### src/rtl/chiplib_pri_queue_pkg.sv
// Shared types for the priority shift queue: pop ordering and per-slot update operation.
package chiplib_pri_queue_pkg;

  typedef enum logic {
    PriMaxFirst,
    PriMinFirst
  } pri_order_e;

  typedef enum logic [1:0] {
    OpHold,
    OpShiftUp,
    OpShiftDown,
    OpLoadNew
  } slot_op_e;

endpackage

### src/rtl/chiplib_pri_queue_slot.sv
// One entry of the sorted shift queue: entry register, "new beats me" comparator and update mux.
module chiplib_pri_queue_slot
  import chiplib_pri_queue_pkg::*;
#(
  parameter int unsigned DataWidth     = 64,
  parameter int unsigned PriorityWidth = 16,
  parameter pri_order_e  Order         = PriMaxFirst
) (
  input  logic                     clk_i,
  input  logic                     rst_ni,
  input  logic                     clear_i,
  input  slot_op_e                 op_i,
  input  logic [PriorityWidth-1:0] new_pri_i,
  input  logic [DataWidth-1:0]     new_data_i,
  input  logic                     up_valid_i,
  input  logic [PriorityWidth-1:0] up_pri_i,
  input  logic [DataWidth-1:0]     up_data_i,
  input  logic                     dn_valid_i,
  input  logic [PriorityWidth-1:0] dn_pri_i,
  input  logic [DataWidth-1:0]     dn_data_i,
  output logic                     valid_o,
  output logic [PriorityWidth-1:0] pri_o,
  output logic [DataWidth-1:0]     data_o,
  output logic                     beats_o
);

  logic                     valid_q, valid_d;
  logic [PriorityWidth-1:0] pri_q, pri_d;
  logic [DataWidth-1:0]     data_q, data_d;

  // An empty slot is always a legal insertion point; equal priorities never beat.
  assign beats_o = !valid_q ? 1'b1 :
                   (Order == PriMaxFirst) ? (new_pri_i > pri_q) : (new_pri_i < pri_q);

  always_comb begin
    valid_d = valid_q;
    pri_d   = pri_q;
    data_d  = data_q;
    unique case (op_i)
      OpHold: begin
      end
      OpShiftUp: begin
        valid_d = up_valid_i;
        pri_d   = up_pri_i;
        data_d  = up_data_i;
      end
      OpShiftDown: begin
        valid_d = dn_valid_i;
        pri_d   = dn_pri_i;
        data_d  = dn_data_i;
      end
      OpLoadNew: begin
        valid_d = 1'b1;
        pri_d   = new_pri_i;
        data_d  = new_data_i;
      end
      default: begin
      end
    endcase
    if (clear_i) valid_d = 1'b0;
  end

  always_ff @(posedge clk_i or negedge rst_ni) begin
    if (!rst_ni) valid_q <= 1'b0;
    else         valid_q <= valid_d;
  end

  always_ff @(posedge clk_i) begin
    pri_q  <= pri_d;
    data_q <= data_d;
  end

  assign valid_o = valid_q;
  assign pri_o   = pri_q;
  assign data_o  = data_q;

endmodule

### src/rtl/chiplib_pri_shift_queue.sv
// Sorted shift-register priority queue; head entry (slot 0) drives the pop interface from flops.
module chiplib_pri_shift_queue
  import chiplib_pri_queue_pkg::*;
#(
  parameter int unsigned DataWidth     = 64,
  parameter int unsigned PriorityWidth = 16,
  parameter int unsigned QueueDepth    = 16,
  parameter pri_order_e  Order         = PriMaxFirst
) (
  input  logic                             clk,
  input  logic                             rst_n,
  input  logic [DataWidth-1:0]             push_data,
  input  logic [PriorityWidth-1:0]         push_pri,
  input  logic                             push_valid,
  output logic                             push_ready,
  output logic [DataWidth-1:0]             pop_data,
  output logic [PriorityWidth-1:0]         pop_pri,
  output logic                             pop_valid,
  input  logic                             pop_ready,
  input  logic                             flush,
  output logic [$clog2(QueueDepth+1)-1:0]  count
);

  localparam int unsigned CountWidth = $clog2(QueueDepth + 1);
  localparam logic [CountWidth-1:0] FullCount = CountWidth'(QueueDepth);

  logic [QueueDepth-1:0]    valid;
  logic [QueueDepth-1:0]    beats;
  logic [QueueDepth-1:0]    ins_push;
  logic [QueueDepth-1:0]    beats_post;
  logic [QueueDepth-1:0]    ins_post;
  logic [PriorityWidth-1:0] pri  [QueueDepth];
  logic [DataWidth-1:0]     data [QueueDepth];
  slot_op_e                 op   [QueueDepth];

  logic                  push_fire, pop_fire;
  logic [CountWidth-1:0] count_q;

  assign push_ready = (count_q != FullCount);
  assign pop_valid  = valid[0];
  assign pop_pri    = pri[0];
  assign pop_data   = data[0];
  assign count      = count_q;

  assign push_fire = push_valid & push_ready;
  assign pop_fire  = pop_valid & pop_ready;

  // beats is a thermometer (0..0 1..1) because the array is sorted; its rising edge is the
  // insertion point. After a pop, slot i holds old slot i+1, so shift the thermometer by one.
  assign ins_push   = beats & ~{beats[QueueDepth-2:0], 1'b0};
  assign beats_post = {1'b1, beats[QueueDepth-1:1]};
  assign ins_post   = beats_post & ~{beats_post[QueueDepth-2:0], 1'b0};

  always_comb begin
    for (int i = 0; i < QueueDepth; i++) begin
      op[i] = OpHold;
      unique case ({push_fire, pop_fire})
        2'b10:   op[i] = ins_push[i] ? OpLoadNew : (beats[i] ? OpShiftDown : OpHold);
        2'b01:   op[i] = OpShiftUp;
        2'b11:   op[i] = ins_post[i] ? OpLoadNew : (beats_post[i] ? OpHold : OpShiftUp);
        default: op[i] = OpHold;
      endcase
    end
  end

  for (genvar i = 0; i < QueueDepth; i++) begin : g_slot
    logic                     up_valid, dn_valid;
    logic [PriorityWidth-1:0] up_pri, dn_pri;
    logic [DataWidth-1:0]     up_data, dn_data;

    if (i == QueueDepth - 1) begin : g_tail
      assign up_valid = 1'b0;
      assign up_pri   = '0;
      assign up_data  = '0;
    end else begin : g_body
      assign up_valid = valid[i+1];
      assign up_pri   = pri[i+1];
      assign up_data  = data[i+1];
    end

    if (i == 0) begin : g_head
      assign dn_valid = 1'b0;
      assign dn_pri   = '0;
      assign dn_data  = '0;
    end else begin : g_rest
      assign dn_valid = valid[i-1];
      assign dn_pri   = pri[i-1];
      assign dn_data  = data[i-1];
    end

    chiplib_pri_queue_slot #(
      .DataWidth    (DataWidth),
      .PriorityWidth(PriorityWidth),
      .Order        (Order)
    ) u_slot (
      .clk_i     (clk),
      .rst_ni    (rst_n),
      .clear_i   (flush),
      .op_i      (op[i]),
      .new_pri_i (push_pri),
      .new_data_i(push_data),
      .up_valid_i(up_valid),
      .up_pri_i  (up_pri),
      .up_data_i (up_data),
      .dn_valid_i(dn_valid),
      .dn_pri_i  (dn_pri),
      .dn_data_i (dn_data),
      .valid_o   (valid[i]),
      .pri_o     (pri[i]),
      .data_o    (data[i]),
      .beats_o   (beats[i])
    );
  end

  always_ff @(posedge clk or negedge rst_n) begin
    if (!rst_n) begin
      count_q <= '0;
    end else if (flush) begin
      count_q <= '0;
    end else if (push_fire && !pop_fire) begin
      count_q <= count_q + CountWidth'(1);
    end else if (pop_fire && !push_fire) begin
      count_q <= count_q - CountWidth'(1);
    end
  end

endmodule

### config.mk
export PLATFORM = sky130hd
export DESIGN_NAME = chiplib_pri_shift_queue
export DESIGN_NICKNAME = d
export VERILOG_FILES = /design/src/rtl/chiplib_pri_queue_pkg.sv /design/src/rtl/chiplib_pri_queue_slot.sv /design/src/rtl/chiplib_pri_shift_queue.sv
export SDC_FILE = /design/constraint.sdc
export NUM_CORES = 2
export LEC_CHECK = 0
export CAP_MARGIN = 0
export CORE_MARGIN = 1.5
export CORE_UTILIZATION = 55
export CTS_CLUSTER_DIAMETER = 60
export CTS_CLUSTER_SIZE = 16
export DETAILED_ROUTE_END_ITERATION = 10
export PLACE_DENSITY_LB_ADDON = 0.15
export REMOVE_ABC_BUFFERS = 1
export SETUP_SLACK_MARGIN = 0.2
export SLEW_MARGIN = 20
export SYNTH_ARGS = -nofsm -noshare
export SYNTH_HDL_FRONTEND = slang
export SYNTH_SLANG_ARGS = --single-unit
### constraint.sdc
create_clock -name clk -period 13.4 [get_ports clk]
set_input_delay 1.34 -clock clk [delete_from_list [all_inputs] [get_ports clk]]
set_output_delay 1.34 -clock clk [all_outputs]
set_load 0.1 [all_outputs]
==> flow_summary.json <==
{
  "synth.distinct_cells": 69,
  "cp_max_fo": 65,
  "cp_common_cell": "buf_4",
  "dpl.hpwl_um": 148000,
  "clk_pin_slew_ns": 0.07,
  "syn_avg_cell_area_sq_um": 10.1,
  "hold_viol_final": 0,
  "min_from": "g_slot[14].u_slot.data_o[12]",
  "fillerInstances": 11300,
  "synth_edf_count": 1280,
  "cts_sinks": 1301,
  "clk_path_buf_depth": 3,
  "yosys.area.top_type_share_pct": 51.5,
  "critPathBufInv": 4,
  "grt_pass1_vias": 60800,
  "ctsResizeCount": 0,
  "hold_buffers": 0,
  "clock_skew_ns": 0.0453,
  "worstRegToRegCells": 11,
  "vias_per_cell": 6.93,
  "ys_warn_count": 0,
  "critical_path_cell_count": 12,
  "fmax_ghz": 0.150,
  "ant_nets": 0,
  "period_share_pct": 49.8,
  "relSlewSlack_pct": 16.0,
  "syn-cell-area_sq_um": 74700,
  "die_w_um": 371,
  "drv_cap": 0,
  "grt_pass1_wl_um": 371000,
  "numPortBuffers": 171,
  "rsz0062_at_grt": "false",
  "dr.pass1.iters": 6,
  "root_buffer": "clkbuf_16",
  "leakagePower_nw": 31.4,
  "total_power_mw": 16.7,
  "cp_data_required_time_ns": 13.79,
  "finalSetupViolCount": 0,
  "diodes": 0,
  "cpMaxStageDelayCell": "clkdlybuf4s50_1",
  "status": "finished, final reports clean",
  "post-cts-setup-buffer-count": 0,
  "dieArea_sq_um": 138000,
  "crit_type": "primary input to flip-flop",
  "route.detailed.drc": 0,
  "routed_wl_um": 245000,
  "io_pins": 172,
  "finalCriticalPeriod_ns": 6.67,
  "htreeDepth": 3,
  "wl_per_cell_um": 27.3,
  "r2r-start": "g_slot[7].u_slot.pri_o[14]",
  "cp-start-kind": "primary input",
  "regArea_sq_um": 39000,
  "synthTopCellsByArea": "edfxtp_1, mux2i_1, a21oi_1",
  "cts_made_buffers": 121,
  "worst_pin_slew_ns": 1.26,
  "synth_cells": 7417,
  "drtIter0Drc": 7543,
  "yosys_register_bits": 1301,
  "final_cell_mix": "edfxtp_1, nor2_1, a21oi_1, o21ai_0, mux2i_1",
  "grt_overflow_total": 0,
  "nets": 7449,
  "synth_seq_area_share_pct": 52.2,
  "slew_viol_final": 0,
  "reg2reg_setup_slack_ns": 7.94,
  "grt_max_degree": 162,
  "ir_worst_vdd_mv": 0.143,
  "crit_chain": "clkdlybuf4s50_1, inv_1, ha_1, nor2b_1, o211ai_1, a21boi_0, o31ai_1, nor2_4, o21ai_4, buf_4, nand2_4, buf_4",
  "cp_data_arrival_time_ns": 7.06,
  "end_kind": "flip-flop",
  "hold_depth": 2,
  "final_common_cell": "edfxtp_1",
  "whs_endpoint": "g_slot[13].u_slot.data_o[12]",
  "drive_gt1_share_pct": 8.12,
  "pwr_density_cell_nw_per_um2": 205,
  "async_flop_share_pct": 1.61,
  "cpLargestDelayFamily": "buffers and inverters",
  "whs_ns": 0.561,
  "area_delta_synth_final_pct": 9.26,
  "gr-usage-all-layers_pct": 35.0,
  "gp_congestion": 0.947,
  "rows": 135,
  "fin_ws_ns": 6.73,
  "core_sq_um": 135000,
  "hold_path_class": "flip-flop to flip-flop",
  "vias": 62300,
  "cts_tree": "built",
  "multiInputGateArea_sq_um": 32200,
  "yosys.area.top_type": "edfxtp_1",
  "dieHeight_um": 371,
  "antenna_found_initial": 8,
  "clk_latency_ns": 0.78,
  "ys.flop_type": "edfxtp_1",
  "start_util_pct": 55.3,
  "reg2reg_to": "g_slot[7].u_slot.data_o[58]",
  "critical-path-max-stage-delay_ns": 1.07,
  "place_ws_ns": 5.96
}
==> cells in the mapped netlist, types with 10 or more instances <==
| cell type | n |
|---|---|
| nor3_1 | 15 |
| o211ai_1 | 19 |
| clkbuf_1 | 592 |
| ha_1 | 259 |
| a22o_1 | 80 |
| mux2i_1 | 461 |
| o22a_1 | 81 |
| or2_2 | 69 |
| a21o_1 | 20 |
| inv_1 | 322 |
| mux2_2 | 81 |
| and2_1 | 10 |
| nand3_1 | 213 |
| nor2b_1 | 15 |
| dfrtp_1 | 21 |
| o221ai_1 | 81 |
| buf_2 | 73 |
| nand2b_1 | 15 |
| buf_4 | 22 |
| a22oi_1 | 294 |
| buf_1 | 59 |
| and4_1 | 10 |
| nand4_1 | 39 |
| a21boi_0 | 23 |
| nor2_1 | 906 |
| a21oi_1 | 852 |
| edfxtp_1 | 1280 |
| nand2_1 | 410 |
| or3_1 | 10 |
| o21ai_0 | 494 |
| a31oi_1 | 392 |
| o21a_1 | 11 |
| a211oi_1 | 14 |
| o31a_1 | 23 |
| and3_1 | 35 |
==> state kept, by name (all words and copies together) (netlist names) <==
signal,cells
g_slot.u_slot.data_o,1024
g_slot.u_slot.pri_o,256
g_slot.u_slot.valid_o,16
count,5
==> routing by layer <==
layer	up-vias	wire (um)	GRT usage, %
li1	27000	-	-
met1	30800	98200	48.1
met2	3854	110000	54.4
met3	563	27800	7.58
met4	8	8650	12.9
met5	-	57	0
==> power breakdown <==
group | switching (mW) | internal (mW)
Clock | 1.71 | 2.03
Combinational | 3.81 | 1.91
Sequential | 0.848 | 6.40
==> through the flow <==
step                      util [%]  instances  area (sq um)   TNS, ns
after global routing          60.4       8984         81600         0
after global placement        57.2       8757         77300         0
after detailed placement      57.3       8760         77400         0
after CTS                     60.3       8982         81500         0
final                         60.4       8984         81600         0
after floorplan                  -       6669         71700  -1406.91
==> worst max-delay path by stage <==
| stage | start | end | slack (ns) |
|---|---|---|---|
| after CTS | push_pri[0] | g_slot[5].u_slot.pri_o[11] | 6.77 |
| after global routing | push_pri[0] | g_slot[7].u_slot.pri_o[12] | 6.51 |
| after detailed placement | push_pri[0] | g_slot[5].u_slot.data_o[17] | 5.96 |
| after floorplan | count[4] | g_slot[5].u_slot.data_o[0] | -6.11 |
| after global placement | push_pri[0] | g_slot[5].u_slot.data_o[37] | 6.08 |
| final | push_pri[0] | g_slot[7].u_slot.data_o[58] | 6.73 |
==> cell families (layout without fill, tap and decap cells) <==
family,count (synthesis),after routing,synth area share [%]
adders and majority gates,260,260,4.37
buffers and inverters,1070,856,5.65
xor gates and xnor gates,4,4,0.0469
muxes,542,542,7.40
DFF,1301,1301,52.2
AOI/OAI and AO/OA,2469,2469,20.2
and+or+nand+nor,1771,1771,10.1
==> tightest hold or removal path, stage by stage (launching register included) <==
cell      delay, ns
edfxtp_1       0.34
nand2_1        0.05
o21ai_0        0.06
==> cell type report <==
class,count,share of cell area (%)
multi-input combinational,5046,39.5
inverter,322,1.48
clock buffer,131,3.81
timing repair buffer,312,3.45
tap,1781,2.73
sequential,1301,47.7
clock inverter,91,1.31
No activity file was read; power rests on OpenSTA's default activity.
